<file path="src/rtl/segment_saver_sequencer.sv">
// Segment-saver sequencer: walks one lit segment across NUM_SEGS positions at a
// tick-derived rate in chase-up, chase-down, bounce or hold mode.
module segment_saver_sequencer #(
  parameter int NUM_SEGS = 7,
  parameter int DWELL_W  = 8,
  localparam int IDX_W   = (NUM_SEGS > 1) ? $clog2(NUM_SEGS) : 1
) (
  input  logic                clk,
  input  logic                reset_n,
  input  logic                en,
  input  logic                clear,
  input  logic                tick,
  input  logic [1:0]          mode,
  input  logic [DWELL_W-1:0]  dwell,
  output logic [IDX_W-1:0]    seg_idx,
  output logic [NUM_SEGS-1:0] seg_onehot,
  output logic                step_pulse,
  output logic                cycle_done
);

  localparam logic [1:0] MODE_CHASE_UP   = 2'b00;
  localparam logic [1:0] MODE_CHASE_DOWN = 2'b01;
  localparam logic [1:0] MODE_BOUNCE     = 2'b10;
  localparam logic [1:0] MODE_HOLD       = 2'b11;

  localparam logic DIR_UP   = 1'b0;
  localparam logic DIR_DOWN = 1'b1;

  localparam logic [IDX_W-1:0]    IDX_ZERO = '0;
  localparam logic [IDX_W-1:0]    IDX_ONE  = IDX_W'(1);
  localparam logic [IDX_W-1:0]    IDX_LAST = IDX_W'(NUM_SEGS - 1);
  localparam logic [DWELL_W-1:0]  CNT_ONE  = DWELL_W'(1);
  localparam logic [NUM_SEGS-1:0] OH_ONE   = NUM_SEGS'(1);

  logic [IDX_W-1:0]   seg_idx_q, seg_idx_d;
  logic               dir_q, dir_d;
  logic [DWELL_W-1:0] dwell_cnt_q, dwell_cnt_d;
  logic               step_pulse_q, step_pulse_d;
  logic               cycle_done_q, cycle_done_d;

  logic               step_now;
  logic [IDX_W-1:0]   nxt_idx;
  logic               nxt_dir;
  logic               nxt_wrap;

  // State register: index, direction, dwell counter and the two registered pulses.
  always_ff @(posedge clk or negedge reset_n) begin
    if (!reset_n) begin
      seg_idx_q    <= IDX_ZERO;
      dir_q        <= DIR_UP;
      dwell_cnt_q  <= '0;
      step_pulse_q <= 1'b0;
      cycle_done_q <= 1'b0;
    end else begin
      seg_idx_q    <= seg_idx_d;
      dir_q        <= dir_d;
      dwell_cnt_q  <= dwell_cnt_d;
      step_pulse_q <= step_pulse_d;
      cycle_done_q <= cycle_done_d;
    end
  end

  // Where the next step would land under the current mode; wrap marks pattern end.
  always_comb begin
    nxt_idx  = seg_idx_q;
    nxt_dir  = dir_q;
    nxt_wrap = 1'b0;
    case (mode)
      MODE_CHASE_UP: begin
        nxt_dir = DIR_UP;
        if (seg_idx_q >= IDX_LAST) begin
          nxt_idx  = IDX_ZERO;
          nxt_wrap = 1'b1;
        end else begin
          nxt_idx = seg_idx_q + IDX_ONE;
        end
      end
      MODE_CHASE_DOWN: begin
        nxt_dir = DIR_DOWN;
        if (seg_idx_q == IDX_ZERO) begin
          nxt_idx  = IDX_LAST;
          nxt_wrap = 1'b1;
        end else begin
          nxt_idx = seg_idx_q - IDX_ONE;
        end
      end
      MODE_BOUNCE: begin
        // A bounce pattern completes on the step that arrives at 0 moving down.
        if (NUM_SEGS == 1) begin
          nxt_idx  = IDX_ZERO;
          nxt_wrap = 1'b1;
        end else if (dir_q == DIR_UP) begin
          if (seg_idx_q >= IDX_LAST) begin
            nxt_idx  = IDX_LAST - IDX_ONE;
            nxt_dir  = DIR_DOWN;
            nxt_wrap = (IDX_LAST == IDX_ONE);
          end else begin
            nxt_idx = seg_idx_q + IDX_ONE;
          end
        end else begin
          if (seg_idx_q == IDX_ZERO) begin
            nxt_idx = IDX_ONE;
            nxt_dir = DIR_UP;
          end else begin
            nxt_idx  = seg_idx_q - IDX_ONE;
            nxt_wrap = (seg_idx_q == IDX_ONE);
          end
        end
      end
      default: begin
        nxt_idx  = seg_idx_q;
        nxt_dir  = dir_q;
        nxt_wrap = 1'b0;
      end
    endcase
  end

  // Next-state selection in priority order: clear, enable, hold, dwell/step.
  always_comb begin
    seg_idx_d    = seg_idx_q;
    dir_d        = dir_q;
    dwell_cnt_d  = dwell_cnt_q;
    step_pulse_d = 1'b0;
    cycle_done_d = 1'b0;
    step_now     = 1'b0;
    if (clear) begin
      seg_idx_d   = IDX_ZERO;
      dir_d       = DIR_UP;
      dwell_cnt_d = '0;
    end else if (!en) begin
      dwell_cnt_d = dwell_cnt_q;
    end else if (mode == MODE_HOLD) begin
      dwell_cnt_d = '0;
    end else if (tick) begin
      // >= rather than == so that lowering dwell mid-count steps on the next tick.
      if (dwell_cnt_q >= dwell) begin
        step_now    = 1'b1;
        dwell_cnt_d = '0;
      end else begin
        dwell_cnt_d = dwell_cnt_q + CNT_ONE;
      end
    end
    if (step_now) begin
      seg_idx_d    = nxt_idx;
      dir_d        = nxt_dir;
      step_pulse_d = 1'b1;
      cycle_done_d = nxt_wrap;
    end
  end

  // Outputs: step_pulse is the valid strobe for the new seg_idx; it has no ready and
  // is high for exactly the one clk after the stepping edge, with cycle_done alongside.
  assign seg_idx    = seg_idx_q;
  assign step_pulse = step_pulse_q;
  assign cycle_done = cycle_done_q;
  assign seg_onehot = en ? (OH_ONE << seg_idx_q) : '0;

endmodule

</file>
<file path="config.mk">
export PLATFORM = sky130hd
export DESIGN_NAME = segment_saver_sequencer
export DESIGN_NICKNAME = d
export VERILOG_FILES = /design/src/rtl/segment_saver_sequencer.sv
export SDC_FILE = /design/constraint.sdc
export NUM_CORES = 1
export LEC_CHECK = 0
export BUFFER_PORTS_ARGS = -buffer_cell sky130_fd_sc_hd__buf_2
export CAP_MARGIN = 10
export CELL_PAD_IN_SITES_DETAIL_PLACEMENT = 1
export CELL_PAD_IN_SITES_GLOBAL_PLACEMENT = 1
export CORE_UTILIZATION = 40
export DETAILED_ROUTE_END_ITERATION = 10
export GPL_ROUTABILITY_DRIVEN = 0
export PLACE_DENSITY_LB_ADDON = 0.12
export REMOVE_ABC_BUFFERS = 1
export SETUP_SLACK_MARGIN = 0.15
export SLEW_MARGIN = 5
export SYNTH_ARGS = -nofsm -noshare
export SYNTH_HDL_FRONTEND = slang
export SYNTH_SLANG_ARGS = --single-unit
</file>
<file path="constraint.sdc">
create_clock -name clk -period 3 [get_ports clk]
set_clock_uncertainty 0.15 [all_clocks]
set_input_delay 0.3 -clock clk [delete_from_list [all_inputs] [get_ports clk]]
set_output_delay 0.3 -clock clk [all_outputs]
set_load 0.02 [all_outputs]
</file>
; ---- Yosys cells after proc, flatten, opt, wreduce, memory -nomap -nowiden
; Index checks and enable logic that the tools add are counted.
[classes]
n_bitwise = 0
shift = 1
eq_ne = 5
div = 0
n_addsub = 3
reduce_logical = 7
n_mul = 0
order_cmp = 2
muxes = 31
[op_table]
columns = op, n
row1 = $mux W8, 5
row2 = $mux W3, 7
row3 = $mux W1, 15
row4 = $pmux W3 S3, 1
row5 = $add A8 B1 Y8 const B, 1
row6 = $ge A8 B8 Y1, 1
row7 = $mux W7, 1
row8 = $shl A1 B3 Y7 const A, 1
row9 = $pmux W1 S3, 2
row10 = $eq A2 B2 Y1 const B, 2
row11 = $ne A4 B1 Y1 const B, 1
row12 = $reduce_and A2 Y1, 2
row13 = $reduce_bool A2 Y1, 2
row14 = $add A3 B1 Y3 const B, 1
row15 = $eq A3 B1 Y1 const B, 1
row16 = $ge A3 B3 Y1 const B, 1
row17 = $logic_not A3 Y1, 1
row18 = $reduce_bool A3 Y1, 1
row19 = $sub A3 B1 Y3 const B, 1
row20 = $eq A2 B1 Y1 const B, 1
row21 = $logic_not A2 Y1, 1
[word_totals]
word_cells = 54
out_inout_bits = 12
latch_bits = 0
regBits = 14
romBits = 0
memories = 0
ramBits = 0
input_bits = 15

; ---- Depth between registers and ports, before layout
; Gate-level depths: netlist of the first run.
[logic_depth]
depth_word = 8
depth_mapped = 8
depth_no_buf = 8

; ---- Worst setup path before layout of the first run
; Ideal clock, no wire load.
[synth_timing]
path_type = flip-flop to flip-flop
start = reg dwell_cnt_q[0]
end = reg dir_q
setup_slack_ps = 913
setup_time_ps = 122
stages_incl_launch_ff = 8
synth_period_minus_slack_ps = 2087
t_arrival_ps = 1815
path_buffers = 0
t_required_ps = 2728
cell_sequence = dfrtp_1 -> inv_1 -> ha_1 -> nand2b_4 -> a2111o_1 -> a21oi_4 -> nor3_2 -> a32o_1
[synth_between]
elab_chain_len = 8
elab_cells_between_ends = 10
classes_between = order compare (1) / eq/ne (1) / mux (6) / reduce/logical (2)
[synth_lines]
columns = element, line_no
row1 = "start, declared", 37  ; logic [DWELL_W-1:0] dwell_cnt_q, dwell_cnt_d;
row2 = "start signal, assigned", 57  ; dwell_cnt_q <= dwell_cnt_d;
row3 = $ge A8 B8 Y1 (*), 136  ; if (dwell_cnt_q >= dwell) begin
row4 = $mux W1 (*), 136
row5 = $mux W1 (*), 134  ; end else if (tick) begin
row6 = $mux W1 (*), 132  ; end else if (mode == MODE_HOLD) begin
row7 = $mux W1 (*), 130  ; end else if (!en) begin
row8 = $mux W1 (*), 126  ; if (clear) begin
row9 = $ne A4 B1 Y1 (no line) / $reduce_bool A2 Y1 (equally long branches), n/a
row10 = $reduce_and A2 Y1 (no line), n/a
row11 = "end signal, assigned", 56  ; dir_q <= dir_d;
row12 = "end, declared", 36  ; logic dir_q, dir_d;
; Every way passes the cells marked *; elsewhere a longest branch is shown, timed or not.
; A chain may end at the register's enable or synchronous reset.

; ---- Final worst setup path of the first run
; Same ends and word-level chain as after synthesis.

==> results of run 1 <==
==> synthesized netlist by cell type <==
cell and number:
nor2_1 10, a21oi_4 1, nand3_1 5, a32o_1 2
or2_2 1, nand2b_4 1, o21ai_0 11, nand4_1 2
xnor2_1 2, a21oi_1 6, o41a_4 1, o211ai_1 2
a22o_1 3, nor4b_1 1, mux2i_1 1, and3_1 2
a211oi_2 1, and2_1 3, a21oi_2 1, dfrtp_1 14
a22o_2 1, a2111o_1 1, o221ai_1 1, nand2b_2 1
o21a_1 2, nor3_2 1, inv_1 21, nand2_1 19
o21ai_2 1, a22oi_1 3, nor3_1 1, nand2b_1 1
ha_1 21, o311ai_2 1, a2111oi_0 1
==> placed cells by master (no fill, tap or decap), types with 2 or more instances in the layout <==
cell type / n
o211ai_1: 2
xnor2_1: 2
inv_1: 21
a21oi_1: 6
a32o_1: 2
nand2_1: 19
o21a_1: 2
o21ai_0: 11
nand3_1: 5
clkbuf_4: 3
buf_2: 26
nor2_1: 10
and3_1: 2
and2_1: 3
ha_1: 21
a22o_1: 3
a22oi_1: 3
nand4_1: 2
dfrtp_1: 14
==> logic make-up after synthesis <==
group,count (synthesis)
flops,14
fa+ha+maj,21
simple gates,48
compound gates,39
buf+inv,21
mux,1
xor+xnor,2
==> final cells by class <==
class | count | area [um^2] | area share
Timing Repair Buffer | 27 | 140 | 0.0938
Inverter | 21 | 78.8 | 0.0528
Tap cell | 44 | 55.1 | 0.0369
Multi-Input combinational cell | 111 | 833 | 0.558
Sequential cell | 14 | 350 | 0.235
Clock buffer | 4 | 36.3 | 0.0243
==> state kept, by name (all words and copies together) (netlist names) <==
| name | flops |
|---|---|
| dwell_cnt_q | 8 |
| seg_idx | 3 |
| cycle_done | 1 |
| step_pulse | 1 |
| dir_q | 1 |
==> final timing paths <==
path                                             from                          to  slack [ps]
setup / recovery           dwell_cnt_q[0]$_DFFE_PN0P_           dir_q$_DFFE_PN0P_         770
hold / removal                                  clear  dwell_cnt_q[3]$_DFFE_PN0P_         260
setup reg to reg           dwell_cnt_q[0]$_DFFE_PN0P_           dir_q$_DFFE_PN0P_         770
hold reg to reg            dwell_cnt_q[0]$_DFFE_PN0P_  dwell_cnt_q[0]$_DFFE_PN0P_         420
max in group asynchronous                     reset_n      seg_idx[2]$_DFFE_PN0P_        2150
min in group asynchronous                     reset_n  dwell_cnt_q[6]$_DFFE_PN0P_         300
==> critical path: stages (launching register included) <==
cell      delay [ps]
dfrtp_1          420
inv_1             60
ha_1             270
nand2b_4         130
a2111o_1         460
a21oi_4          280
nor3_2           110
a32o_1           260
==> report_power, final <==
group	switching, mW	total (mW)	internal, mW
sequential	0.00159	0.191	0.190
combinational	0.0405	0.0685	0.0280
clock	0.0657	0.139	0.0737
==> layer usage <==
metal	up-vias	global-route usage	part of all wire
met3	2	0.0134	0.020
met1	567	0.215	0.41
met5	-	0	0
met4	0	0.0408	0.0076
met2	17	0.409	0.56
li1	574	-	-
==> stage by stage <==
step	instances	setup slack, ps	total power, mW
2_1_floorplan	146	913	0.236
3_3_place_gp	216	794	0.260
3_5_place_dp	216	774	0.264
4_1_cts	221	751	0.404
5_1_grt	221	613	0.420
6_report	221	767	0.399
==> flow_metrics.env, run 1 <==
export IMPL_hold_depth=4
export IMPL_vias=1160
export IMPL_grt_usage=0.198
export IMPL_hp_class="input port to flip-flop"
export IMPL_clock_latency_ps=280
export IMPL_finalSetupTns_ps=0
export IMPL_cts_buffers=3
export IMPL_antenna_cells=0
export IMPL_grt_pass1_wl_um=5160
export IMPL_period_needed_ps=2230
export IMPL_path_max_fanout=7
export IMPL_required_ps=3020
export IMPL_ff2ff_path_depth=7
export IMPL_synth_seq_area_share=0.278
export IMPL_maxSlewViolCount=0
export IMPL_yosys_area_share_adder=0.208
export IMPL_hold_buffers=1
export IMPL_fin_area_mm2=0.00149
export IMPL_cts_resized_gates=0
export IMPL_nFillCells=378
export IMPL_powerDensity_mw_per_mm2=267
export IMPL_synth_xor_area_share=0.0139
export IMPL_yosys_area_top_type="dfrtp_1"
export IMPL_ys_top_cells_by_area="dfrtp_1 (28%), ha_1 (21%), inv_1 (6.2%)"
export IMPL_grt_pass1_vias=1214
export IMPL_grt_overflow=0
export IMPL_antenna_found_initial=0
export IMPL_area_growth_pct=18.3
export IMPL_setup_viol=0
export IMPL_crit_arrival_ps=2250
export IMPL_startpoint_type="flip-flop"
export IMPL_grt_max_degree=15
export IMPL_cts_setup_buffers=0
export IMPL_finalCritPeriodShare=0.744
export IMPL_syn_instance_count=146
export IMPL_ir_drop_mv=0.0958
export IMPL_drc=0
export IMPL_dpl_hpwl_um=2510
export IMPL_ioPinCount=27
export IMPL_die_area_mm2=0.00338
export IMPL_drtPass1Iterations=4
export IMPL_wire_per_inst_um=13.7
export IMPL_rsz0062_at_grt="no"
export IMPL_endpoint_kind="flip-flop"
export IMPL_die_h_um=58.2
export IMPL_worstMarginPinSlew_ps=669
export IMPL_slew_limit_headroom=0.549
export IMPL_status="finished clean"
export IMPL_num_nets_final=214
export IMPL_p_leak_nw=0.776
export IMPL_ant_nets=0
export IMPL_avgSynthCellArea_um2=8.65
export IMPL_crit_type="flip-flop to flip-flop"
export IMPL_ys_ff_latch=14
export IMPL_clkTransAtPathRegs_ps=100
export IMPL_fmax_ghz=0.448
export IMPL_io_buffers=26
export IMPL_drive_above_1_share=0.232
export IMPL_cts_tree="yes"
export IMPL_clkSinkCount=14
export IMPL_post_route_util=0.493
export IMPL_synth_area_mm2=0.00126
export IMPL_routed_via_density=5.25
export IMPL_max_cap_violations=0
export IMPL_wl_um=3020
export IMPL_synth_top_family_by_area="compound AO/OA/AOI/OAI gates"
export IMPL_holdWs_ps=258
export IMPL_die_w_um=58.2
export IMPL_coreArea_mm2=0.00303
export IMPL_yosysUniqueCellTypes=35
export IMPL_synth_top_cell_area_share=0.278
export IMPL_synthSimpleGateAreaFrac=0.187
export IMPL_yosys_warnings=0
export IMPL_initial_utilization=0.417
export IMPL_h_tree_depth=1
export IMPL_dr_first_iter_drc_count=26
export IMPL_clockBufferDepth=2
export IMPL_muxShareOfSynthArea=0.00793
export IMPL_hold_viol_final=0
export IMPL_rows=20
export IMPL_synth_compound_area_frac=0.243
export IMPL_placed_area_mm2=0.00145
export IMPL_cts_root_buffer="clkbuf_4"
Note: power is estimated with default switching activity, not from simulation.
==> run 2, diff against run 1 <==
==> constraint.sdc (replaced) <==
create_clock -name clk -period 2.21 [get_ports clk]
set_clock_uncertainty 0.15 [all_clocks]
set_input_delay 0.221 -clock clk [delete_from_list [all_inputs] [get_ports clk]]
set_output_delay 0.221 -clock clk [all_outputs]
set_load 0.02 [all_outputs]
==> run 2 against run 1 <==
Effect of this change: the flow now finishes with violations (setup timing); critical path depth is 1 higher; clock power increased by 4%; maximum frequency rose by 0.56%; cell count up 10%; die area did not move; count of clock-buffer cells in the layout is 1 lower; global-route usage up 2.6 points; sequential power up 36%; non-clock buffer count up 23; combinational power up 68%; largest power group unchanged; sequential share of layout area is 3.7 points lower.
==> flow_metrics.env, run 2 (synthesis results as in run 1) <==
export IMPL_required_ps=2230
export IMPL_grt_overflow=0
export IMPL_fin_area_mm2=0.00178
export IMPL_cts_tree="yes"
export IMPL_switching_share=0.287
export IMPL_violations="setup timing"
export IMPL_cts_buffers=3
export IMPL_instances_no_fill=243
export IMPL_cp_num_buf_inv=2
export IMPL_endpoint_kind="flip-flop"
export IMPL_antenna_cells=0
export IMPL_area_growth_pct=40.6
export IMPL_clockBufferDepth=2
export IMPL_cts_root_buffer="clkbuf_4"
export IMPL_wl_um=3730
export IMPL_drtPass1Iterations=4
export IMPL_intPower_uw=369
export IMPL_p_leak_nw=0.909
export IMPL_dpl_hpwl_um=2720
export IMPL_dpl_cell_count=230
export IMPL_slew_limit_headroom=0.556
export IMPL_hold_viol_final=0
export IMPL_hp_class="input port to flip-flop"
export IMPL_final_cell_mix="buf_2 (26), inv_1 (20), nand2_1 (19), buf_4 (19), ha_1 (17)"
export IMPL_die_area_mm2=0.00338
export IMPL_crit_family="compound AO/OA/AOI/OAI gates"
export IMPL_rsz0062_at_grt="yes"
export IMPL_coreArea_mm2=0.00303
export IMPL_largest_reg_flops=8
export IMPL_clock_latency_ps=280
export IMPL_power_frac_seq=0.500
export IMPL_period_needed_ps=2220
export IMPL_ioPinCount=27
export IMPL_crit_type="flip-flop to flip-flop"
export IMPL_initial_utilization=0.417
export IMPL_wire_per_inst_um=15.4
export IMPL_final_common_cell="buf_2"
export IMPL_clkTransAtPathRegs_ps=80
export IMPL_die_h_um=58.2
export IMPL_crit_chain="inv_2 > ha_4 > nand2b_4 > a2111o_1 > a21oi_4 > buf_6 > nor3_4 > a22o_2"
export IMPL_critPathSlowestCell="a2111o_1"
export IMPL_finalCritPeriodShare=1.00
export IMPL_ant_nets=0
export IMPL_startpoint_type="flip-flop"
export IMPL_top_register="dwell_cnt_q"
export IMPL_maxSlewViolCount=0
export IMPL_rows=20
export IMPL_clockPowerShare=0.278
export IMPL_io_buffers=26
export IMPL_drive_above_1_share=0.377
export IMPL_clkSinkCount=14
export IMPL_grt_usage=0.223
export IMPL_grt_pass1_wl_um=5740
export IMPL_power_uw=517
export IMPL_routed_via_density=5.28
export IMPL_h_tree_depth=1
export IMPL_placed_area_mm2=0.00155
export IMPL_worstMarginPinSlew_ps=663
export IMPL_drc=0
export IMPL_setup_viol=1
export IMPL_dr_first_iter_drc_count=16
export IMPL_holdWs_ps=182
export IMPL_antenna_found_initial=0
export IMPL_crit_arrival_ps=2240
export IMPL_critPathMaxStageDelay_ps=500
export IMPL_die_w_um=58.2
export IMPL_path_max_fanout=4
export IMPL_grt_pass1_vias=1265
export IMPL_p_sw_uw=149
export IMPL_pwr_share_comb=0.221
export IMPL_setup_slack_ps=-10.7
export IMPL_status="finished with violations"
export IMPL_ir_drop_mv=0.119
export IMPL_vias=1283
export IMPL_num_nets_final=237
export IMPL_max_cap_violations=0
export IMPL_fmax_ghz=0.450
export IMPL_finalSetupTns_ps=-10.7
export IMPL_powerDensity_mw_per_mm2=291
export IMPL_grt_max_degree=15
## run 2: cell types whose count changed in the layout (fill, tap and decap cells not counted), sizes merged
cell,change
buf,+23
clkbuf,-1
## run 2: power by group through the flow
stage               registers [mW]  clock network, mW  logic (mW)
floorplan                    0.264                  0      0.0563
global placement             0.264                  0      0.0911
detailed placement           0.264                  0      0.0976
CTS                          0.259              0.148       0.102
global route                 0.259              0.157       0.126
finish                       0.259              0.144       0.115
## run 2: layout make-up
type,instances,area [um^2]
repair buffers,50,328
fillers,374,1250
clock buffers,3,22.5
flip-flops and latches,14,350
well taps,44,55.1
inverters,21,78.8
multi-input cells,111,941
## run 2: path summary, 6_finish.rpt
kind                                                 start                    endpoint  slack (ps)  cells past startpoint
max in group asynchronous                          reset_n      seg_idx[0]$_DFFE_PN0P_        1450                      2
worst max-delay path            dwell_cnt_q[0]$_DFFE_PN0P_      seg_idx[1]$_DFFE_PN0P_         -10                      8
worst max register to register  dwell_cnt_q[0]$_DFFE_PN0P_      seg_idx[1]$_DFFE_PN0P_         -10                      8
min in group asynchronous                          reset_n  dwell_cnt_q[7]$_DFFE_PN0P_         220                      2
worst min register to register  dwell_cnt_q[0]$_DFFE_PN0P_  dwell_cnt_q[0]$_DFFE_PN0P_         440                      2
worst min-delay path                                 clear  dwell_cnt_q[4]$_DFFE_PN0P_         180                      4
## run 2: routing by layer
layer,vias up,part of all wire,wire [um],GRT usage
met5,-,0,0,0
li1,623,-,-,-
met3,9,0.016,59,0.00893
met1,629,0.38,1440,0.244
met2,22,0.58,2150,0.440
met4,0,0.022,82,0.0986
## run 2: tightest hold or removal path, cell delays in order
cell     delay, ps
buf_2          100
nor2_1          70
nand2_1        120
o21ai_1         80
## run 2: metrics by stage
stage	utilization	setup WS [ps]
global route	0.586	-72.4
CTS	0.539	74.8
finish	0.586	-10.7
detailed placement	0.513	41.0
global placement	0.513	95.8
floorplan	-	123
## run 2: repair_timing
action | in CTS | in global routing
setup buffers | 3 | 6
endpoints found under the hold margin | 14 | 0
pin swaps | 5 | 8
gates cloned | 0 | 0
hold buffers | 1 | 0
gates resized for setup | 3 | 24
endpoints found under the setup margin | 12 | 14
